**config.mk**
```make
export PLATFORM = sky130hd
export DESIGN_NAME = alu_issue_stage
export DESIGN_NICKNAME = d
export VERILOG_FILES = /design/src/rtl/alu_issue_stage.sv
export SDC_FILE = /design/constraint.sdc
export NUM_CORES = 1
export LEC_CHECK = 0
export ABC_AREA = 0
export BUFFER_PORTS_ARGS = -buffer_cell sky130_fd_sc_hd__buf_2
export CORE_UTILIZATION = 47
export DETAILED_ROUTE_END_ITERATION = 7
export GPL_ROUTABILITY_DRIVEN = 0
export PLACE_DENSITY = 0.81
export SLEW_MARGIN = 20
export SYNTH_ARGS = -nofsm -noshare
export SYNTH_HDL_FRONTEND = slang
export SYNTH_SLANG_ARGS = --single-unit
```
**constraint.sdc**
```tcl
create_clock -name i_clk -period 2.4 [get_ports i_clk]
set_input_delay 0.12 -clock i_clk [delete_from_list [all_inputs] [get_ports i_clk]]
set_output_delay 0.12 -clock i_clk [all_outputs]
set_load 0.03 [all_outputs]
```
**src/rtl/alu_issue_stage.sv**
```systemverilog
// alu_issue_stage: RV32I decode and operand-select register in front of the ALU.
// Optional build macro ISSUE_WB_BYPASS_EN forwards same-cycle writeback data into register operands.
`ifndef XLEN
`define XLEN 32
`endif
`ifndef ALUOPS
`define ALUOPS 4
`endif
`ifndef ADD
`define ADD  4'd0
`define SUB  4'd1
`define SLL  4'd2
`define SLT  4'd3
`define SLTU 4'd4
`define XOR  4'd5
`define SRL  4'd6
`define SRA  4'd7
`define OR   4'd8
`define AND  4'd9
`define EQ   4'd10
`define NEQ  4'd11
`define GE   4'd12
`define GEU  4'd13
`endif

module alu_issue_stage #(
    parameter logic [`XLEN-1:0] RESET_PC = 32'h0000_0000
) (
    input  logic               i_clk,
    input  logic               i_rst_n,
    input  logic               i_valid,
    output logic               o_ready,
    input  logic [31:0]        i_instr,
    input  logic [`XLEN-1:0]   i_pc,
    output logic [4:0]         ow_rs1_addr,
    output logic [4:0]         ow_rs2_addr,
    input  logic [`XLEN-1:0]   i_rs1_data,
    input  logic [`XLEN-1:0]   i_rs2_data,
`ifdef ISSUE_WB_BYPASS_EN
    input  logic               i_wb_we,
    input  logic [4:0]         i_wb_rd,
    input  logic [`XLEN-1:0]   i_wb_data,
`endif
    input  logic               i_flush,
    output logic               o_valid,
    input  logic               i_ready,
    output logic [`ALUOPS-1:0] o_alu_op,
    output logic [`XLEN-1:0]   o_data_1,
    output logic [`XLEN-1:0]   o_data_2,
    output logic [`XLEN-1:0]   o_pc,
    output logic [4:0]         o_rd,
    output logic               o_we,
    output logic               o_branch,
    output logic               o_illegal
);
    logic [6:0]         opc, f7;
    logic [2:0]         f3;
    logic [`XLEN-1:0]   imm_i, imm_u, shamt, rs1_v, rs2_v;
    logic [`ALUOPS-1:0] base_op, br_op, op_d, op_q;
    logic [`XLEN-1:0]   d1_d, d2_d, d1_q, d2_q, pc_q;
    logic [4:0]         rd_d, rd_q;
    logic               we_d, br_d, ill_d, we_q, br_q, ill_q, valid_q, cap;

    assign opc         = i_instr[6:0];
    assign f3          = i_instr[14:12];
    assign f7          = i_instr[31:25];
    assign ow_rs1_addr = i_instr[19:15];
    assign ow_rs2_addr = i_instr[24:20];
    assign imm_i       = `XLEN'($signed(i_instr[31:20]));
    assign imm_u       = `XLEN'($signed({i_instr[31:12], 12'b0}));
    assign shamt       = `XLEN'(i_instr[24:20]);
`ifdef ISSUE_WB_BYPASS_EN
    assign rs1_v = (i_wb_we && i_wb_rd != 5'd0 && i_wb_rd == ow_rs1_addr) ? i_wb_data : i_rs1_data;
    assign rs2_v = (i_wb_we && i_wb_rd != 5'd0 && i_wb_rd == ow_rs2_addr) ? i_wb_data : i_rs2_data;
`else
    assign rs1_v = i_rs1_data;
    assign rs2_v = i_rs2_data;
`endif
    assign o_ready = !valid_q || i_ready;
    assign cap     = i_valid && o_ready && !i_flush;

    // funct3 to ALU op for register/immediate arithmetic and for branch compares
    always_comb begin
        base_op = `ADD;
        br_op   = `EQ;
        case (f3)
            3'b000: begin base_op = `ADD;  br_op = `EQ;   end
            3'b001: begin base_op = `SLL;  br_op = `NEQ;  end
            3'b010: begin base_op = `SLT;  br_op = `EQ;   end
            3'b011: begin base_op = `SLTU; br_op = `EQ;   end
            3'b100: begin base_op = `XOR;  br_op = `SLT;  end
            3'b101: begin base_op = `SRL;  br_op = `GE;   end
            3'b110: begin base_op = `OR;   br_op = `SLTU; end
            default: begin base_op = `AND; br_op = `GEU;  end
        endcase
    end

    // Opcode decode and operand selection; illegal encodings collapse to a harmless ADD 0,0
    always_comb begin
        op_d  = base_op;
        d1_d  = rs1_v;
        d2_d  = rs2_v;
        rd_d  = i_instr[11:7];
        we_d  = 1'b1;
        br_d  = 1'b0;
        ill_d = 1'b0;
        case (opc)
            7'b0110011: begin
                if (f7 == 7'b0100000 && f3 == 3'b000) op_d = `SUB;
                else if (f7 == 7'b0100000 && f3 == 3'b101) op_d = `SRA;
                else ill_d = f7 != 7'b0;
            end
            7'b0010011: begin
                d2_d = (f3 == 3'b001 || f3 == 3'b101) ? shamt : imm_i;
                op_d = (f3 == 3'b101 && f7 == 7'b0100000) ? `SRA : base_op;
                ill_d = (f3 == 3'b001 && f7 != 7'b0) ||
                        (f3 == 3'b101 && f7 != 7'b0 && f7 != 7'b0100000);
            end
            7'b0110111: begin op_d = `ADD; d1_d = '0;   d2_d = imm_u; end
            7'b0010111: begin op_d = `ADD; d1_d = i_pc; d2_d = imm_u; end
            7'b1100011: begin
                op_d  = br_op;
                we_d  = 1'b0;
                br_d  = 1'b1;
                rd_d  = 5'd0;
                ill_d = f3[2:1] == 2'b01;
            end
            default: ill_d = 1'b1;
        endcase
        if (ill_d) begin
            op_d = `ADD;
            d1_d = '0;
            d2_d = '0;
            rd_d = i_instr[11:7];
            we_d = 1'b0;
            br_d = 1'b0;
        end
        if (rd_d == 5'd0) we_d = 1'b0;
    end

    // Handshake register: flush kills, stall holds, drain clears valid, capture loads decode
    always_ff @(posedge i_clk or negedge i_rst_n) begin
        if (!i_rst_n) begin
            valid_q <= 1'b0;
            op_q    <= `ADD;
            d1_q    <= '0;
            d2_q    <= '0;
            pc_q    <= RESET_PC;
            rd_q    <= 5'd0;
            we_q    <= 1'b0;
            br_q    <= 1'b0;
            ill_q   <= 1'b0;
        end else begin
            valid_q <= i_flush ? 1'b0 : (o_ready ? i_valid : valid_q);
            if (cap) begin
                op_q  <= op_d;
                d1_q  <= d1_d;
                d2_q  <= d2_d;
                pc_q  <= i_pc;
                rd_q  <= rd_d;
                we_q  <= we_d;
                br_q  <= br_d;
                ill_q <= ill_d;
            end
        end
    end

    assign o_valid   = valid_q;
    assign o_alu_op  = op_q;
    assign o_data_1  = d1_q;
    assign o_data_2  = d2_q;
    assign o_pc      = pc_q;
    assign o_rd      = rd_q;
    assign o_we      = we_q;
    assign o_branch  = br_q;
    assign o_illegal = ill_q;
endmodule
```
==> results of run 1 <==
[state kept, by name, summed over array words and instances (netlist names)]
signal     count
o_data_1      32
o_data_2      32
o_pc          32
o_rd           5
o_alu_op       4
o_branch       1
o_illegal      1
o_valid        1
o_we           1
[area by class of cell]
cell class,count,area (µm²)
Multi-Input combinational cell,401,2370
Clock inverter,5,52.6
Inverter,7,26.3
Fill cell,920,4070
Tap cell,143,179
Clock buffer,10,229
Timing Repair Buffer,298,1720
Sequential cell,109,2730
[power breakdown]
part / switching [W] / total, W / internal (W)
Combinational: 0.000625 / 0.000939 / 0.000313
Sequential: 0.0000663 / 0.00202 / 0.00196
Clock: 0.000647 / 0.00145 / 0.000799
Total: 0.00134 / 0.00441 / 0.00307
[worst reg2reg max path, delay by kind of cell (launching register included)]
kind | cells | cell delay [ns]
buf+inv | 2 | 0.64
simple gates | 2 | 0.47
flops | 1 | 0.35
compound gates | 2 | 0.30
[metal layers]
metal | track usage | up-vias
met2 | 0.451 | 253
met1 | 0.359 | 2592
li1 | - | 2503
met5 | 0 | -
met3 | 0.0522 | 37
met4 | 0.129 | 0
[timing repair]
action                                 4_1_cts  5_1_grt
endpoints found under the hold margin       74        0
hold buffers                                29        0
gates resized for setup                      0        0
buffers inserted                             0        0
[through the flow]
stage	hold slack, ns	instances	total power, W	setup WS, ns
floorplan	-0.176	573	0.00259	0.252
global placement	0.168	929	0.00293	0.285
detailed placement	0.180	929	0.00296	0.232
CTS	0.00275	973	0.00444	0.544
global route	0.0273	973	0.00460	0.335
finish	0.0130	973	0.00441	0.563
[kinds of logic after synthesis]
family          count (synthesis)  synth area share
mux                             6            0.0110
buf+inv                        63            0.0710
simple gates                  238             0.189
compound gates                157             0.230
flops                         109             0.499
[path summary, 6_finish.rpt]
kind / from / depth (start not counted) / to
max: i_instr[14] / 7 / o_data_1[22]
min: i_pc[10] / 3 / o_pc[10]
max reg2reg: o_valid / 6 / o_data_1[31]
min reg2reg: o_pc[0] / 2 / o_pc[0]
max in group asynchronous: i_rst_n / 3 / o_pc[26]
min in group asynchronous: i_rst_n / 2 / o_data_2[11]
[cells in the mapped netlist, types with 2 or more instances]
master	instances	area share
a21boi_0	31	0.043
a21oi_1	11	0.010
a221oi_1	20	0.032
a22o_1	4	0.0064
a22oi_1	11	0.015
a31oi_1	2	0.0023
and2_1	2	0.0023
and3_1	2	0.0023
buf_12	6	0.022
buf_4	10	0.014
buf_6	2	0.0041
clkbuf_1	37	0.025
dfrtp_1	109	0.50
inv_1	7	0.0048
mux2i_1	6	0.011
nand2_1	165	0.11
nand3_1	32	0.029
nand3b_1	3	0.0041
nor2_1	11	0.0076
nor2b_1	5	0.0057
nor3_1	5	0.0046
nor3b_1	2	0.0027
o2111ai_1	2	0.0032
o21ai_1	4	0.0037
o21ai_2	60	0.096
o22ai_1	3	0.0034
or4b_1	2	0.0037
==> impl_metrics.tcl, run 1 <==
set metrics [dict create \
    rsz0062_at_grt "false" \
    design_area_um2 7300 \
    synth_warnings 0 \
    cts_buffer_depth 2 \
    hold_violations 0 \
    num_rows 39 \
    synthCells 573 \
    maxUsedRoutingLayer "met4" \
    grt_pass1_wl_um 25600 \
    antenna_found_initial 0 \
    worst_pin_slew_ns 0.620 \
    final.setup_skew_ns 0.00831 \
    wl_met1_um 6800 \
    fin_nets 959 \
    setup_tns_ns 0 \
    ios 253 \
    clock_latency_ns 0.35 \
    wl_met2_um 8200 \
    drc 0 \
    ant_nets 0 \
    synth_cell_type_count 46 \
    ys_seq_area_frac 0.499 \
    slew_headroom 0.587 \
    grt_pass1_vias 5175 \
    ir_worst_vdd_uv 460 \
    grt_max_degree 65 \
    final_cell_mix "buf_2, nand2_1, dfrtp_1" \
    fmax_ghz 0.544 \
    syn-cell-area_um2 5470 \
    drt_iter0_drc 455 \
    via_per_inst 5.53 \
    cts.sinks 109 \
    fin_crit_ns 1.84 \
    rrSetupSlack_ns 0.58 \
    cp-end-kind "flip-flop" \
    syn2layout_area_growth_pct 33.6 \
    core_area_um2 11400 \
    layout_commonest_cell "buf_2" \
    hp-class "in2reg" \
    ys_seq_elements 109 \
    die_height_um 110 \
    drtPass1Iterations 5 \
    routed_wire_length_per_instance_um 17.0 \
    p_leak_nw 3.90 \
    die_w_um 110 \
    path_buf_inv 2 \
    cts_inserted_buffers 9 \
    path_clk_slew_ns 0.07 \
    slowest_delay_ns 0.54 \
    synthArstFlopShare 1.00 \
    dieArea_um2 12100 \
    cp_top_family "simple AND/OR/NAND/NOR gates" \
    place_area_um2 6730 \
    cts_max_level 3 \
    syn_area_per_cell_um2 9.54 \
    maxSlewViolCount 0 \
    setup_violations 0 \
    initial_core_util 0.481 \
    met3_wirelength_um 1170 \
    worst-path-max-fanout 64 \
    synth_edf_count 0 \
    worstPathArrival_ns 2.10 \
    critical_path_class "in2reg" \
    maxCapViolCount 0 \
    crit_required_ns 2.66 \
    status "complete, no violations" \
    cts_tree "yes" \
    hpwl_um 11800 \
    fin_util 0.642 \
    port_buffers 252 \
    critPathLaunchType "input port" \
    drive_above_1_share 0.422 \
    drt-total-wl_um 16600 \
    vias 5385 \
    synth_fp_nets 706 \
    antenna_cells 0 \
    post-route-period-util 0.765 \
    power_density_nw_per_um2 604 \
    clockRootBuffer "clkbuf_16" \
    gr-total-overflow 0 \
    grtUsageTotal 0.278 \
    crit_slowest_cell "or4b_1" \
    ys.flop_type "dfrtp_1" \
    crit_path_cell_trace "buf_2, or4b_1, and3_1, o221a_2, or3_4, buf_12, o21ai_2" \
]
No activity file was read; power rests on OpenSTA's default activity.
==> inputs of run 2 (changes only) <==
--- a/config.mk
+++ b/config.mk
@@ -7,10 +7,10 @@
 export LEC_CHECK = 0
 export ABC_AREA = 0
 export BUFFER_PORTS_ARGS = -buffer_cell sky130_fd_sc_hd__buf_2
-export CORE_UTILIZATION = 47
+export CORE_UTILIZATION = 43
 export DETAILED_ROUTE_END_ITERATION = 7
 export GPL_ROUTABILITY_DRIVEN = 0
-export PLACE_DENSITY = 0.81
+export PLACE_DENSITY = 0.78
 export SLEW_MARGIN = 20
 export SYNTH_ARGS = -nofsm -noshare
 export SYNTH_HDL_FRONTEND = slang
==> constraint.sdc (replaced) <==
create_clock -name i_clk -period 1.5 [get_ports i_clk]
set_input_delay 0.075 -clock i_clk [delete_from_list [all_inputs] [get_ports i_clk]]
set_output_delay 0.075 -clock i_clk [all_outputs]
set_load 0.03 [all_outputs]
==> run 2 against run 1 <==
The flow now finishes with violations (setup timing). Sequential share of layout area is 3.6 points lower. Setup slack worse by 0.74 ns. Non-clock buffer count is 49 higher. Register-to-register slack worse by 0.76 ns. Sequential cell count stayed put.
==> impl_metrics.tcl, run 2 (synthesis results as in run 1) <==
set metrics [dict create \
    status "finished with violations" \
    violations "setup timing" \
    place_area_um2 7130 \
    drtPass1Iterations 5 \
    setup_ws_ns -0.175 \
    crit_slowest_cell "or3_4" \
    final_cell_mix "buf_2, nand2_1, dfrtp_1" \
    slew_headroom 0.743 \
    post-route-period-util 1.12 \
    design_area_um2 8080 \
    holdPathEnd "o_valid" \
    setup_violations 103 \
    path_buf_inv 2 \
    hp-class "in2reg" \
    crit_path_cell_trace "nor2b_4, inv_4, nand3b_1, or3_4, buf_12, o21ai_2" \
    via_per_inst 5.22 \
    drt_iter0_drc 402 \
    cts_tree "yes" \
    cp-end-kind "flip-flop" \
    routed_wire_length_per_instance_um 17.1 \
    dieArea_um2 13200 \
    whs_ns 0.00644 \
    grt_pass1_wl_um 26800 \
    vias 5480 \
    multi_input_area_um2 2510 \
    clockRootBuffer "clkbuf_16" \
    reg2reg_from "o_valid" \
    antenna_found_initial 0 \
    ios 253 \
    fin_crit_ns 1.68 \
    critPathLaunchType "flip-flop" \
    cts_max_level 3 \
    drt-total-wl_um 17900 \
    cts_buffer_depth 2 \
    fmax_ghz 0.597 \
    drc 0 \
    worstPathArrival_ns 1.95 \
    core_area_um2 12200 \
    syn2layout_area_growth_pct 47.8 \
    p_leak_nw 4.24 \
    crit_required_ns 1.77 \
    fin_nets 1008 \
    ant_nets 0 \
    cp_top_family "simple AND/OR/NAND/NOR gates" \
    die_w_um 115 \
    hold-path-cell-count 3 \
    rrSetupSlack_ns -0.18 \
    power_w 0.00721 \
    worst-path-max-fanout 25 \
    hp-start "i_valid" \
    reg2reg_to "o_data_1[1]" \
    grt_max_degree 63 \
    seqCellArea_um2 2730 \
    rsz0062_at_grt "true" \
    cts.sinks 109 \
    die_height_um 115 \
    maxCapViolCount 0 \
    grt_pass1_vias 5293 \
    critical_path_class "reg2reg" \
    power_density_nw_per_um2 892 \
    num_rows 40 \
    drive_above_1_share 0.484 \
    final.setup_skew_ns 0.00626 \
    hpwl_um 12000 \
    port_buffers 252 \
    slowest_delay_ns 0.48 \
    path_clk_slew_ns 0.07 \
    clock_latency_ns 0.35 \
    layout_commonest_cell "buf_2" \
    grtUsageTotal 0.264 \
    cts_inserted_buffers 9 \
    worst_pin_slew_ns 0.385 \
    gr-total-overflow 0 \
    nFillCells 1038 \
    initial_core_util 0.448 \
    maxSlewViolCount 0 \
    ir_worst_vdd_uv 592 \
    hold_violations 0 \
    rr_worst_depth 6 \
]
==> run 2: cell types whose count changed in the layout (fill, tap and decap cells not counted), moves of 5 or more <==
cell	previous run	this run
buf_12	3	13
buf_4	15	40
dlygate4sd3_1	29	34
nand2_1	165	144
nand2_2	0	14
nand2_4	0	7
==> run 2: worst register-to-register path, cell delays in order (launching register included) <==
cell and delay (ns):
dfrtp_2 0.40, nor2b_4 0.14, inv_4 0.04, nand3b_1 0.19
or3_4 0.49, buf_12 0.20, o21ai_2 0.14
==> run 2: final cells by class <==
type / instances / area share
Inverter: 7 / 0.00356
Clock buffer: 9 / 0.0279
Tap cell: 168 / 0.0260
Multi-Input combinational cell: 401 / 0.311
Timing Repair Buffer: 347 / 0.287
Sequential cell: 109 / 0.338
Antenna cell: 1 / 0.000310
Clock inverter: 7 / 0.00620
==> run 2: report_power, final <==
part	internal, W	switching (W)
sequential	0.00313	0.000121
combinational	0.000640	0.00107
clock	0.00113	0.00111
total	0.00491	0.00230
==> run 2: worst max-delay path by stage <==
| stage | depth (start not counted) | startpoint | slack (ns) | to |
|---|---|---|---|---|
| 6_report | 6 | o_valid | -0.18 | o_data_1[1] |
| 2_1_floorplan | 8 | i_instr[12] | -0.35 | o_data_2[10] |
| 3_3_place_gp | 7 | i_instr[14] | -0.45 | o_data_1[16] |
| 3_5_place_dp | 7 | i_instr[14] | -0.51 | o_data_2[23] |
| 4_1_cts | 6 | o_valid | -0.16 | o_data_2[26] |
| 5_1_grt | 6 | o_valid | -0.26 | o_data_1[1] |
==> run 2: routing by layer <==
| metal | GRT usage | part of all wire | wire length, µm | vias up |
|---|---|---|---|---|
| met5 | 0 | 0 | 0 | - |
| met4 | 0.126 | 0.030 | 540 | 0 |
| met3 | 0.0480 | 0.061 | 1090 | 41 |
| met2 | 0.426 | 0.49 | 8780 | 230 |
| met1 | 0.345 | 0.42 | 7510 | 2624 |
| li1 | - | - | - | 2585 |
==> run 2: what timing repair did <==
action                     4_1_cts  5_1_grt
cloned                           1        6
hold buffers                    35        0
pin swaps                        2        3
hold endpoints to repair       142        0
setup endpoints to repair       71      104
buffers inserted                 1        4
resized for setup                7       44
==> run 2: metrics by stage <==
step	cells	util	TNS (ns)	setup WS [ns]
2_1_floorplan	573	-	-22.97	-0.351
3_3_place_gp	986	0.584	-30.81	-0.447
3_5_place_dp	986	0.584	-33.73	-0.505
4_1_cts	1039	0.638	-8.47	-0.155
5_1_grt	1048	0.661	-19.45	-0.262
6_report	1049	0.661	-11.26	-0.175
==> inputs of run 3 (changes only) <==
--- a/config.mk
+++ b/config.mk
@@ -15,3 +15,4 @@
 export SYNTH_ARGS = -nofsm -noshare
 export SYNTH_HDL_FRONTEND = slang
 export SYNTH_SLANG_ARGS = --single-unit
+export TNS_END_PERCENT = 20
==> run 3 against run 2 <==
The flow still finishes with violations (setup timing). Setup slack improved by 0.052 ns. Clock skew up 0.0025 ns. Worst hold slack better by 0.0032 ns. Core utilization down 1.1 points. Cell count is essentially flat. Die area stayed put. Non-clock buffer count did not move. Critical path type unchanged. Largest power group unchanged.
==> impl_metrics.tcl, run 3 (synthesis results as in run 1) <==
set metrics [dict create \
    fmax_ghz 0.616 \
    violations "setup timing" \
    port_buffers 252 \
    crit_end "o_data_2[23]" \
    rsz0062_at_grt "true" \
    dieArea_um2 13200 \
    antenna_found_initial 0 \
    ant_nets 0 \
    worst-path-max-fanout 22 \
    slew_headroom 0.594 \
    gr-total-overflow 0 \
    ios 253 \
    drive_above_1_share 0.463 \
    setup_ws_ns -0.123 \
    post-route-period-util 1.08 \
    final_cells 1048 \
    antenna_cells 0 \
    dp.cells 985 \
    ir_worst_vdd_uv 518 \
    nFillCells 1029 \
    die_height_um 115 \
    drt-total-wl_um 17300 \
    drt_iter0_drc 376 \
    drc 0 \
    worstPathArrival_ns 1.85 \
    drtPass1Iterations 7 \
    worst_pin_slew_ns 0.608 \
    power_density_nw_per_um2 918 \
    critical_path_class "reg2reg" \
    setup_violations 87 \
    cts_tree "yes" \
    p_leak_nw 4.21 \
    fin_util 0.650 \
    layout_commonest_cell "buf_2" \
    grtUsageTotal 0.265 \
    hold_violations 0 \
    clock_latency_ns 0.35 \
    initial_core_util 0.448 \
    syn2layout_area_growth_pct 45.3 \
    status "finished with violations" \
    final.setup_skew_ns 0.00875 \
    num_rows 40 \
    hp-class "in2reg" \
    reg2reg_from "o_valid" \
    critPathLaunchType "flip-flop" \
    cts_buffer_depth 2 \
    cts_max_level 3 \
    path_clk_slew_ns 0.07 \
    maxSlewViolCount 0 \
    grt_max_degree 68 \
    cp-end-kind "flip-flop" \
    routed_wire_length_per_instance_um 16.5 \
    grt_pass1_wl_um 26800 \
    setup_tns_ns -8.17 \
    fin_nets 1008 \
    worstSetupStartpoint "o_valid" \
    reg2reg_to "o_data_2[23]" \
    cts_inserted_buffers 9 \
    final_cell_mix "buf_2, nand2_1, dfrtp_1" \
    die_w_um 115 \
    hpwl_um 12000 \
    clockRootBuffer "clkbuf_16" \
    power_w 0.00729 \
    rr_worst_depth 9 \
    fin_crit_ns 1.62 \
    grt_pass1_vias 5361 \
    via_per_inst 5.19 \
    crit_required_ns 1.73 \
    maxCapViolCount 0 \
    rrSetupSlack_ns -0.12 \
    core_area_um2 12200 \
    cts.sinks 109 \
    vias 5441 \
]
run 3: cell count changes in the layout (fill, tap and decap cells not counted), moves of 2 or more:
| cell | previous run | this run |
|---|---|---|
| nor2_2 | 2 | 0 |
| buf_12 | 13 | 6 |
| nand2_2 | 14 | 4 |
| buf_6 | 3 | 6 |
| buf_4 | 40 | 44 |
| nand2_4 | 7 | 0 |
| nand2_1 | 144 | 161 |
| buf_16 | 0 | 2 |
| nor2_4 | 0 | 2 |
| buf_8 | 4 | 1 |
| clkinvlp_4 | 3 | 1 |
run 3: where the power goes:
group	switching [W]	internal, W
Sequential	0.000109	0.00313
Combinational	0.00103	0.000602
Clock	0.00107	0.00134
run 3: worst max-delay path: stages, from the launching register on:
cell and delay [ns]:
dfrtp_2 0.40, nor2b_4 0.13, inv_4 0.04, nand3b_1 0.15, buf_4 0.18, buf_6 0.12
buf_4 0.17, buf_12 0.16, nand2_1 0.10, o21ai_2 0.06
run 3: stage by stage:
stage	setup WS, ns	instance area (µm²)	hold slack (ns)
2_1_floorplan	-0.353	5530	-0.221
6_report	-0.123	7940	0.00965
5_1_grt	-0.221	7940	0.0234
3_3_place_gp	-0.437	7050	0.114
4_1_cts	-0.160	7810	0.00914
3_5_place_dp	-0.486	7050	0.113
run 3: how the worst min path moves through the flow:
stage                   start           end  cells past startpoint  slack (ns)
3_3_place_gp          i_rst_n   o_data_2[0]                      2        0.11
5_1_grt            i_instr[7]       o_rd[0]                      3        0.02
6_report       i_rs2_data[15]  o_data_2[15]                      3        0.01
2_1_floorplan         i_rst_n   o_alu_op[0]                      0       -0.22
4_1_cts           i_instr[11]       o_rd[4]                      3       0.009
3_5_place_dp          i_rst_n   o_data_2[0]                      2        0.11
run 3: cell type report:
| cell class | instances | area, µm² | area share |
|---|---|---|---|
| sequential | 109 | 2730 | 0.344 |
| inverter | 7 | 28.8 | 0.00362 |
| tap | 168 | 210 | 0.0265 |
| timing repair buffer | 347 | 2240 | 0.283 |
| multi-input combinational | 401 | 2430 | 0.306 |
| clock inverter | 6 | 61.3 | 0.00772 |
| clock buffer | 10 | 239 | 0.0301 |
run 3: layer usage:
| metal | wire length, µm | global-route usage |
|---|---|---|
| met4 | 408 | 0.115 |
| met3 | 1090 | 0.0422 |
| met2 | 8180 | 0.434 |
| met5 | 0 | 0 |
| met1 | 7620 | 0.350 |
run 3: timing repair:
action,in CTS,in global routing
pin swaps,7,1
gates cloned,2,3
gates resized for setup,11,15
endpoints found under the hold margin,142,0
endpoints found under the setup margin,76,109
setup buffers,5,2
hold buffers,35,0
